File: src/rtl/mux_select_arbiter.sv
// mux_select_arbiter
// Round-robin arbiter that owns the s1/s0 select pair of a downstream 4:1 mux.
// One source holds the mux for a burst of up to BURST_LEN cycles. It then
// hands over to the next pending requester with no idle cycle in between.
module mux_select_arbiter #(
   parameter int BURST_LEN = 4
) (
   input  logic       clk,
   input  logic       reset,
   input  logic [3:0] req,
   output logic       s1,
   output logic       s0,
   output logic [3:0] gnt,
   output logic       busy,
   output logic [3:0] burst_cnt
);

   typedef enum logic {
      IDLE  = 1'b0,
      GRANT = 1'b1
   } state_t;

   localparam logic [3:0] LP_MAX = 4'(BURST_LEN);

   state_t     r_state, w_stateNext;
   logic [3:0] r_gnt,   w_gntNext;
   logic [1:0] r_sel,   w_selNext;
   logic       r_busy,  w_busyNext;
   logic [3:0] r_cnt,   w_cntNext;
   logic [1:0] r_last,  w_lastNext;

   logic       w_release;
   logic [3:0] w_masked;
   logic [1:0] w_winIdle;
   logic [1:0] w_winMasked;

   // First set bit of mask scanning upward from p+1, wrapping 3 -> 0, with p last.
   function automatic logic [1:0] arb(input logic [3:0] mask, input logic [1:0] p);
      logic [1:0] idx;
      logic       found;
      arb   = p;
      found = 1'b0;
      for (int i = 1; i <= 4; i++) begin
         idx = p + 2'(i);
         if (!found && mask[idx]) begin
            arb   = idx;
            found = 1'b1;
         end
      end
   endfunction

   assign w_winIdle   = arb(req, r_last);
   assign w_masked    = req & ~(4'b0001 << r_last);
   assign w_winMasked = arb(w_masked, r_last);
   assign w_release   = !req[r_last] || (r_cnt == LP_MAX);

   // Next-state and next-output logic. r_last doubles as the current winner while granting.
   always_comb begin
      w_stateNext = r_state;
      w_gntNext   = r_gnt;
      w_selNext   = r_sel;
      w_busyNext  = r_busy;
      w_cntNext   = r_cnt;
      w_lastNext  = r_last;
      case (r_state)
         IDLE: begin
            if (req != 4'b0000) begin
               w_stateNext = GRANT;
               w_gntNext   = 4'b0001 << w_winIdle;
               w_selNext   = w_winIdle;
               w_busyNext  = 1'b1;
               w_cntNext   = 4'd1;
               w_lastNext  = w_winIdle;
            end
         end
         GRANT: begin
            if (!w_release) begin
               w_cntNext = r_cnt + 4'd1;
            end else if (w_masked != 4'b0000) begin
               w_gntNext  = 4'b0001 << w_winMasked;
               w_selNext  = w_winMasked;
               w_cntNext  = 4'd1;
               w_lastNext = w_winMasked;
            end else if (req[r_last]) begin
               w_cntNext = 4'd1;
            end else begin
               w_stateNext = IDLE;
               w_gntNext   = 4'b0000;
               w_busyNext  = 1'b0;
               w_cntNext   = 4'd0;
            end
         end
         default: begin
            w_stateNext = IDLE;
         end
      endcase
   end

   // State and output registers. The pointer resets to 3 so that source 0 wins the first arbitration.
   always_ff @(posedge clk or posedge reset) begin
      if (reset) begin
         r_state <= IDLE;
         r_gnt   <= 4'b0000;
         r_sel   <= 2'b00;
         r_busy  <= 1'b0;
         r_cnt   <= 4'd0;
         r_last  <= 2'd3;
      end else begin
         r_state <= w_stateNext;
         r_gnt   <= w_gntNext;
         r_sel   <= w_selNext;
         r_busy  <= w_busyNext;
         r_cnt   <= w_cntNext;
         r_last  <= w_lastNext;
      end
   end

   assign s1        = r_sel[1];
   assign s0        = r_sel[0];
   assign gnt       = r_gnt;
   assign busy      = r_busy;
   assign burst_cnt = r_cnt;

endmodule
File: config.mk
export PLATFORM = sky130hd
export DESIGN_NAME = mux_select_arbiter
export DESIGN_NICKNAME = d
export VERILOG_FILES = /design/src/rtl/mux_select_arbiter.sv
export SDC_FILE = /design/constraint.sdc
export NUM_CORES = 1
export LEC_CHECK = 0
export BUFFER_PORTS_ARGS = -buffer_cell sky130_fd_sc_hd__buf_2
export CAP_MARGIN = 5
export CORE_ASPECT_RATIO = 1.4
export CORE_MARGIN = 5
export CORE_UTILIZATION = 28
export DETAILED_ROUTE_END_ITERATION = 10
export SYNTH_ARGS = -nofsm -noshare
export SYNTH_HDL_FRONTEND = slang
export SYNTH_SLANG_ARGS = --single-unit
File: constraint.sdc
create_clock -name clk -period 7.5 [get_ports clk]
set_input_delay 0 -clock clk [delete_from_list [all_inputs] [get_ports clk]]
set_output_delay 0 -clock clk [all_outputs]
set_load 0.1 [all_outputs]
==> results of run 1 <==
[worst max path at each step]
stage	from	to	slack (ns)
2_1_floorplan	r_last[1]	gnt[0]	4.72
3_3_place_gp	r_last[0]	gnt[0]	4.34
3_5_place_dp	r_last[0]	gnt[0]	4.27
4_1_cts	r_last[0]	gnt[0]	4.25
5_1_grt	r_last[0]	gnt[0]	3.98
6_report	r_last[0]	gnt[0]	4.27
[synth_stat cells, types with 2 or more instances]
cell	count
inv_1	8
mux4_2	11
clkbuf_1	2
mux2i_1	2
o21ai_0	6
xnor2_1	4
o211ai_1	2
dfstp_2	2
nand2_1	9
a31oi_1	2
mux2_2	2
a21oi_1	6
nor2b_1	4
ha_1	6
buf_6	2
dfrtp_1	12
o22ai_1	2
nor3_1	4
a32oi_1	2
buf_2	3
o21ai_1	3
nor2_1	18
nand3_1	2
nor4_1	2
or4_1	3
nand2b_1	7
[area by class of cell]
class,count,share of cell area (%)
multi-input cells,112,60.02
flip-flops and latches,14,23.06
repair buffers,17,5.887
well taps,64,5.233
clock buffers,4,3.598
inverters,9,2.208
[sequential cells by signal, summed over array words and instances, names as in the netlist]
name       count
burst_cnt      4
gnt            4
r_last         2
r_sel          2
busy           1
r_state        1
[routing by layer]
layer | track usage [%] | wire, um | vias up
met1 | 12.06 | 1233 | 564
met3 | 0.8495 | 131 | 9
li1 | - | - | 549
met4 | 6.179 | 106 | 0
met5 | 0 | 0 | -
met2 | 17.36 | 1529 | 32
[through the flow]
stage / std cells / area (um^2) / setup WS (ns) / util, %
6_report: 220 / 1530 / 4.266 / 32.10
5_1_grt: 220 / 1530 / 3.982 / 32.10
4_1_cts: 220 / 1530 / 4.255 / 32.10
3_5_place_dp: 215 / 1465 / 4.268 / 30.73
3_3_place_gp: 215 / 1465 / 4.336 / 30.73
2_1_floorplan: 143 / 1358 / 4.717 / -
[critical path, stage by stage, from the launching register on]
cell and delay [ns]:
dfstp_2 0.93, inv_2 0.16, ha_1 0.57, mux4_2 0.41
nor4b_4 0.16, a221oi_2 0.22, o21ai_2 0.13, or4_1 0.48
o211ai_1 0.10
[cell families after synthesis]
| kind of cell | Yosys count |
|---|---|
| AOI/OAI and AO/OA | 30 |
| muxes | 15 |
| and+or+nand+nor | 57 |
| xor gates and xnor gates | 4 |
| adders and majority gates | 6 |
| buffers and inverters | 17 |
| DFF | 14 |
[cell usage in the layout, fill, tap and decap left out, types with 2 or more instances in the layout]
cell	n
nor2_1	18
buf_2	16
dfrtp_1	12
mux4_2	11
nand2_1	9
inv_1	8
nand2b_1	7
o21ai_0	6
a21oi_1	6
ha_1	6
nor2b_1	4
nor3_1	4
xnor2_1	4
clkbuf_8	4
or4_1	3
o21ai_1	3
nand3_1	2
nor4_1	2
mux2_2	2
o22ai_1	2
a31oi_1	2
mux2i_1	2
a32oi_1	2
o211ai_1	2
dfstp_2	2
==> metrics, run 1 <==
CTS Buf Count 3; syn_area_per_cell 9.493 um^2; die height 92.39 um; worst hold slack 0.3441 ns; post-synthesis simple-gate area fraction between 20% and 30%; Routed Antenna Nets 0; starting density of the core 28.48%; # rows 30; multi-input gate area in the final layout 918.4 um^2; antenna cells 0; worst skew pair latency 0.25 ns; Fmax 0.3092 GHz; detail-routed via count per cell 5.245; vias in the first global route 1,123; share of the synthesized area in the top cell type between 20% and 30%; nets 169; reg2reg path depth 8; # Post-CTS Setup Buffers 0; cell taking the most area after synthesis dfrtp_1; number of enable flip-flop cells after synthesis 0; Max-Cap Viols 0; post-synthesis xor/xnor area fraction around 2.6%; period utilisation layout 43.13%; GPL Wtd Cong approximately 0.84; Warnings, synthesis 0; DRT Wirelength 3001 um; Synth Area in Compound Gates 14.65%; worst-path maximum fanout 25; layout cell share with drive strength beyond 1 26.92%; reg2reg start r_last[0]; Final TNS setup 0 ns; post-synthesis mux area share 21.38%; crit end category flop; Critical Path RT ~7.7 ns; final hold vios 0; Synth Area in Adders 5.530%; grt total ovfl 0; drt drc 0; Syn Inst Count 143; # port buffers 16; worst clock skew 0.0003924 ns; initial antenna violation count 0; average wire per standard cell ~14 um; max_slew headroom 59.10%; largest net degree at the start of global routing 26; Cell variety after synth 43; syn nets 155; unrepaired setup endpoints after global routing no; first-pass GRT wire length 5037 um; HPWL after DPL approximately 2400 um; via total after detailed routing 1,154; H-tree depth 1; largest family of logic cells by synthesized area simple AND/OR/NAND/NOR gates; ys flop type dfrtp_1; Area growth, synth to finish 12.72%; sequential share of the synthesized area 25.99%; TritonRoute pass-1 iters 4; CORE AREA 4767 um^2; Worst Tran Pin Value 0.6135 ns; initial DRC count between 90 and 100; filler instances between 500 and 600; Period minus WS final about 3.2 ns; clk sink count 14; critical path class reg -> reg; CTS tree yes; worst-case clock buffer depth 2; critical path launch point type flop; fin. max-slew vios 0; CTS hold repair buffers 1; Worst-path clk slew approximately 0.06 ns; top cells by area, synth dfrtp_1 22%, mux4_2 18%, ha_1 5.5%; PostCTS Resize Cnt 0; Die ar. 6361 um^2; worst path arrival time about 3.4 ns; CTS root buf clkbuf_8; Chip Width 68.85 um; Worst R2R Setup Slack between 4 and 5 ns; Worst R2R End gnt[0]; final setup violation count 0; total track usage 10.25%; Mapped Area 1358 um^2; register bit total from synthesis 14; top-level I/O count 17; FF/Latch Area 352.8 um^2; status finished, final reports clean; Post-synth ARST share 100.0%; Min-Delay Path Class in -> async
Power of run 1 is not shown: default switching activity piles up to over one toggle a cycle in this logic, so the estimate is an artifact.
==> run 2, diff against run 1 <==
Clock period 7.5 ns to 3.1 ns, I/O delays scaled along.
==> run 2 against run 1 <==
Against the previous run: routed wire length increased by 2.9%; sequential cell count did not move; critical path depth is the same; clock-buffer cell count unchanged; non-clock buffer count up 5; sequential share of layout area fell by 0.55 points; worst setup slack got worse by 3.8 ns; register-to-register slack lost 3.8 ns; first-iteration DRC count fell by 20%; die area is the same; core utilization grew 0.79 points.
==> metrics, run 2 (synthesis results as in run 1) <==
status finished, final reports clean; HPWL after DPL 2467 um (+4.4%); initial antenna violation count 0 (unchanged); CTS Buf Count 3 (unchanged); TritonRoute pass-1 iters 4 (unchanged); Area growth, synth to finish 15.48%; # port buffers 16 (unchanged); initial DRC count 74 (-20%); Fmax 0.3821 GHz (+24%); Core Util, Final 32.89% (+0.79 points); drt drc 0 (unchanged); H-tree depth 1 (unchanged); commonest non-fill, non-tap cells in the layout 18 x nor2_1, 16 x buf_2, 12 x dfrtp_1; crit end category flop; worst-case clock buffer depth 2 (unchanged); # Post-CTS Setup Buffers 0 (unchanged); worst path arrival time 2.78 ns (-0.62 ns); via total after detailed routing 1,138 (-1.4%); antenna cells 0 (unchanged); first-pass GRT wire length 5513 um (+9.5%); period utilisation layout 84.41% (+41 points); Worst Tran Pin Value 0.5988 ns (-0.01462 ns); Min-Delay Path Class in -> async; worst-path maximum fanout 9 (-64%); total track usage 11.13% (+0.88 points); GPL Wtd Cong 0.8258 (-1.2%); # rows 30 (unchanged); max_slew headroom 59.93% (+0.83 points); vias in the first global route 1,243 (+11%); unrepaired setup endpoints after global routing no; Die ar. 6361 um^2 (unchanged); detail-routed via count per cell 5.058 (-3.6%); nets 174 (+3.0%); average wire per standard cell 13.73 um (+0.64%); CTS root buf clkbuf_8; final worst slack 0.4832 ns (-3.782 ns); Worst-path clk slew 0.06 ns (about the same); worst skew pair latency 0.25 ns (about the same); pre-CTS setup slack 0.4817 ns (-3.786 ns); critical path class reg -> reg; largest net degree at the start of global routing 16 (-38%); final hold vios 0 (unchanged); layout cell share with drive strength beyond 1 29.19% (+2.3 points); DRT Wirelength 3089 um (+2.9%); Routed Antenna Nets 0 (unchanged); CTS tree yes; starting density of the core 28.48% (unchanged); CORE AREA 4767 um^2 (unchanged); worst clock skew 0.003765 ns (+0.003373 ns); grt total ovfl 0 (unchanged); top-level I/O count 17 (unchanged); commonest non-fill, non-tap cell in the layout nor2_1; Max-Cap Viols 0 (unchanged); Critical Path RT 3.26 ns (-4.41 ns); final setup violation count 0 (unchanged); die height 92.39 um (unchanged); PostCTS Resize Cnt 0 (unchanged); clk sink count 14 (unchanged); fin. max-slew vios 0 (unchanged); critical path launch point type flop; Period minus WS final 2.617 ns (-0.6176 ns); Final TNS setup 0 ns (unchanged); Chip Width 68.85 um (unchanged)
==> run 2: cell types whose count changed in the layout (fill, tap and decap cells not counted), sizes merged <==
cell	delta
buf	+5
==> run 2: worst paths after layout <==
check	start	to	slack, ns	depth (start not counted)
max reg2reg	r_last[1]	gnt[0]	0.48	8
min reg2reg	gnt[3]	gnt[3]	0.50	2
min	reset	burst_cnt[3]	0.34	3
max in group asynchronous	reset	r_last[0]	2.39	3
max	r_last[1]	gnt[0]	0.48	8
min in group clk	req[2]	r_state	0.40	4
==> run 2: metal layers <==
layer  GRT usage (%)  wire length [um]
met5               0                 0
met4           6.667               120
met3           1.335               131
met2           19.67              1620
met1           12.07              1217
==> run 2: final cells by class <==
| cell class | instances | area [um^2] |
|---|---|---|
| fill | 507 | 3199 |
| sequential | 14 | 352.8 |
| inverter | 9 | 33.78 |
| clock buffer | 4 | 55.05 |
| timing repair buffer | 22 | 127.6 |
| multi-input combinational | 112 | 918.4 |
| tap | 64 | 80.08 |
==> run 2: stage by stage <==
step	cells	cell area, um^2	hold slack (ns)
6_report	225	1568	0.3379
5_1_grt	225	1568	0.4153
4_1_cts	225	1568	0.3547
3_5_place_dp	220	1503	0.07608
3_3_place_gp	220	1503	0.07409
2_1_floorplan	143	1358	-0.1122
==> run 2: timing repair <==
item	4_1_cts	5_1_grt
hold buffers	1	0
endpoints found under the setup margin	0	0
hold endpoints to repair	12	0
==> run 2: critical path, cell delays in order, from the launching register on <==
cell,delay (ns)
dfstp_2,0.63
inv_1,0.09
ha_1,0.39
mux4_2,0.37
nor4b_4,0.15
a221oi_2,0.20
o21ai_2,0.12
or4_1,0.47
o211ai_1,0.10
Power of run 2 is left out for the same reason.
==> run 3, diff against run 2 <==
Clock period 3.1 ns to 2.35 ns, I/O delays scaled along.
==> run 3 against run 2 <==
Against the previous run: the flow now finishes with violations (setup timing); sequential cell count unchanged; via count increased by 7.9%; clock skew fell by 0.0014 ns; critical path depth is the same; sequential share of layout area is 2.7 points lower; first-iteration DRC count shrank 15%; non-clock buffer count increased by 18; cell count increased by 8.0%; critical path type unchanged; critical endpoint is now gnt[1]; highest routed layer unchanged.
==> metrics, run 3 (synthesis results as in run 1) <==
FF/Latch Area 352.8 um^2 (unchanged); initial antenna violation count 0 (unchanged); CORE AREA 4767 um^2 (unchanged); Fmax 0.4194 GHz (+9.8%); TritonRoute pass-1 iters 5 (+1); Worst R2R Setup Slack -0.03 ns (-0.52 ns); die height 92.39 um (unchanged); period utilisation layout 101.5% (+17 points); drt drc 0 (unchanged); status finished, violations left; WP depth 8 (unchanged); antenna cells 0 (unchanged); final worst slack -0.03425 ns (-0.5175 ns); vias in the first global route 1,246 (+0.24%); worst hold slack 0.3369 ns (-0.0009740 ns); Worst R2R End gnt[1]; Period minus WS final 2.384 ns (-0.2325 ns); violated checks setup timing; worst path arrival time 2.55 ns (-0.23 ns); Chip Width 68.85 um (unchanged); multi-input gate area in the final layout 984.7 um^2 (+7.2%); commonest non-fill, non-tap cell in the layout buf_4; # port buffers 16 (unchanged); Min-Delay Path Class in -> async; worst-path maximum fanout 6 (-3); H-tree depth 1 (unchanged); total track usage 11.17% (+0.040 points); CTS tree yes; Critical-path top delay cell dfstp_2; Die ar. 6361 um^2 (unchanged); layout cell share with drive strength beyond 1 40.78% (+12 points); crit-path leading delay family flip-flops; DRT Wirelength 3346 um (+8.3%); Max-Cap Viols 0 (unchanged); Core Util, Final 37.32% (+4.4 points); initial DRC count 63 (-15%); Worst-path clk slew 0.06 ns (about the same); critical path class reg -> reg; fin. max-slew vios 0 (unchanged); unrepaired setup endpoints after global routing yes; worst setup path startpoint r_last[1]; worst-case clock buffer depth 2 (unchanged); critical path, cell by cell inv_6, ha_4, mux4_2, nor4b_4, a221oi_2, o21ai_2, or4_1, o211ai_1; Worst Tran Pin Value 0.5277 ns (-0.07117 ns); nets 192 (+10%); GPL Wtd Cong 0.8891 (+7.7%); Routed Antenna Nets 0 (unchanged); crit end category flop; CTS root buf clkbuf_8; worst skew pair latency 0.24 ns (about the same); reg2reg path depth 8 (unchanged); starting density of the core 28.48% (unchanged); Area growth, synth to finish 31.06%; HPWL after DPL 2678 um (+8.6%); filler instances 499 (-1.6%); worst clock skew 0.002383 ns (-0.001382 ns); via total after detailed routing 1,228 (+7.9%); Critical Path RT 2.51 ns (-0.75 ns); # rows 30 (unchanged); clk sink count 14 (unchanged); average wire per standard cell 13.77 um (+0.30%); final hold vios 0 (unchanged); largest net degree at the start of global routing 15 (-1); detail-routed via count per cell 5.053 (about the same); CP endpoint gnt[1]; CP peak stage delay 0.61 ns (-0.02 ns); top-level I/O count 17 (unchanged); Buf+Inv Stages, Crit Path 1 (unchanged); commonest non-fill, non-tap cells in the layout 22 x buf_4, 18 x nor2_1, 16 x buf_2; reg2reg start r_last[1]; CTS Buf Count 3 (unchanged); first-pass GRT wire length 5602 um (+1.6%); critical path launch point type flop; max_slew headroom 64.78% (+4.9 points); final setup violation count 2 (+2); grt total ovfl 0 (unchanged)
[run 3: area by class of cell]
type	instances	share of cell area (%)
Inverter	9	2.321
Multi-Input combinational cell	112	55.34
Clock buffer	4	2.532
Tap cell	64	4.501
Sequential cell	14	19.83
Timing Repair Buffer	40	15.47
[run 3: how the worst min path moves through the flow]
stage / from / endpoint / slack (ns) / cells past startpoint
finish: reset / r_sel[0] / 0.34 / 3
detailed placement: reset / r_sel[0] / 0.08 / 2
global placement: reset / r_sel[0] / 0.08 / 2
CTS: reset / r_sel[0] / 0.37 / 3
global route: reset / r_sel[0] / 0.42 / 3
floorplan: reset / burst_cnt[0] / -0.11 / 1
[run 3: tightest hold or removal path, stage by stage]
cell	delay (ns)
dlygate4sd3_1	0.53
buf_2	0.12
inv_1	0.39
[run 3: timing repair]
item,4_1_cts,5_1_grt
endpoints found under the hold margin,12,0
setup buffers,2,2
endpoints found under the setup margin,5,8
hold buffers,1,0
gates resized for setup,1,8
pin swaps,0,7
[run 3: through the flow]
step,setup WS [ns],TNS (ns),area (um^2),cells
2_1_floorplan,-0.02239,-0.04477,1404,143
3_3_place_gp,-0.02294,-0.02294,1650,234
3_5_place_dp,-0.03429,-0.06526,1650,234
4_1_cts,-0.03531,-0.06742,1727,241
5_1_grt,-0.1242,-0.4621,1779,243
6_report,-0.03425,-0.06543,1779,243
[run 3: metal layers]
metal	vias up	GRT usage, %	part of all wire [%]
li1	599	-	-
met1	596	12.11	38
met2	24	20.62	56
met3	9	1.820	2.6
met4	0	4.228	2.7
met5	-	0	0
Power of run 3 is left out for the same reason.
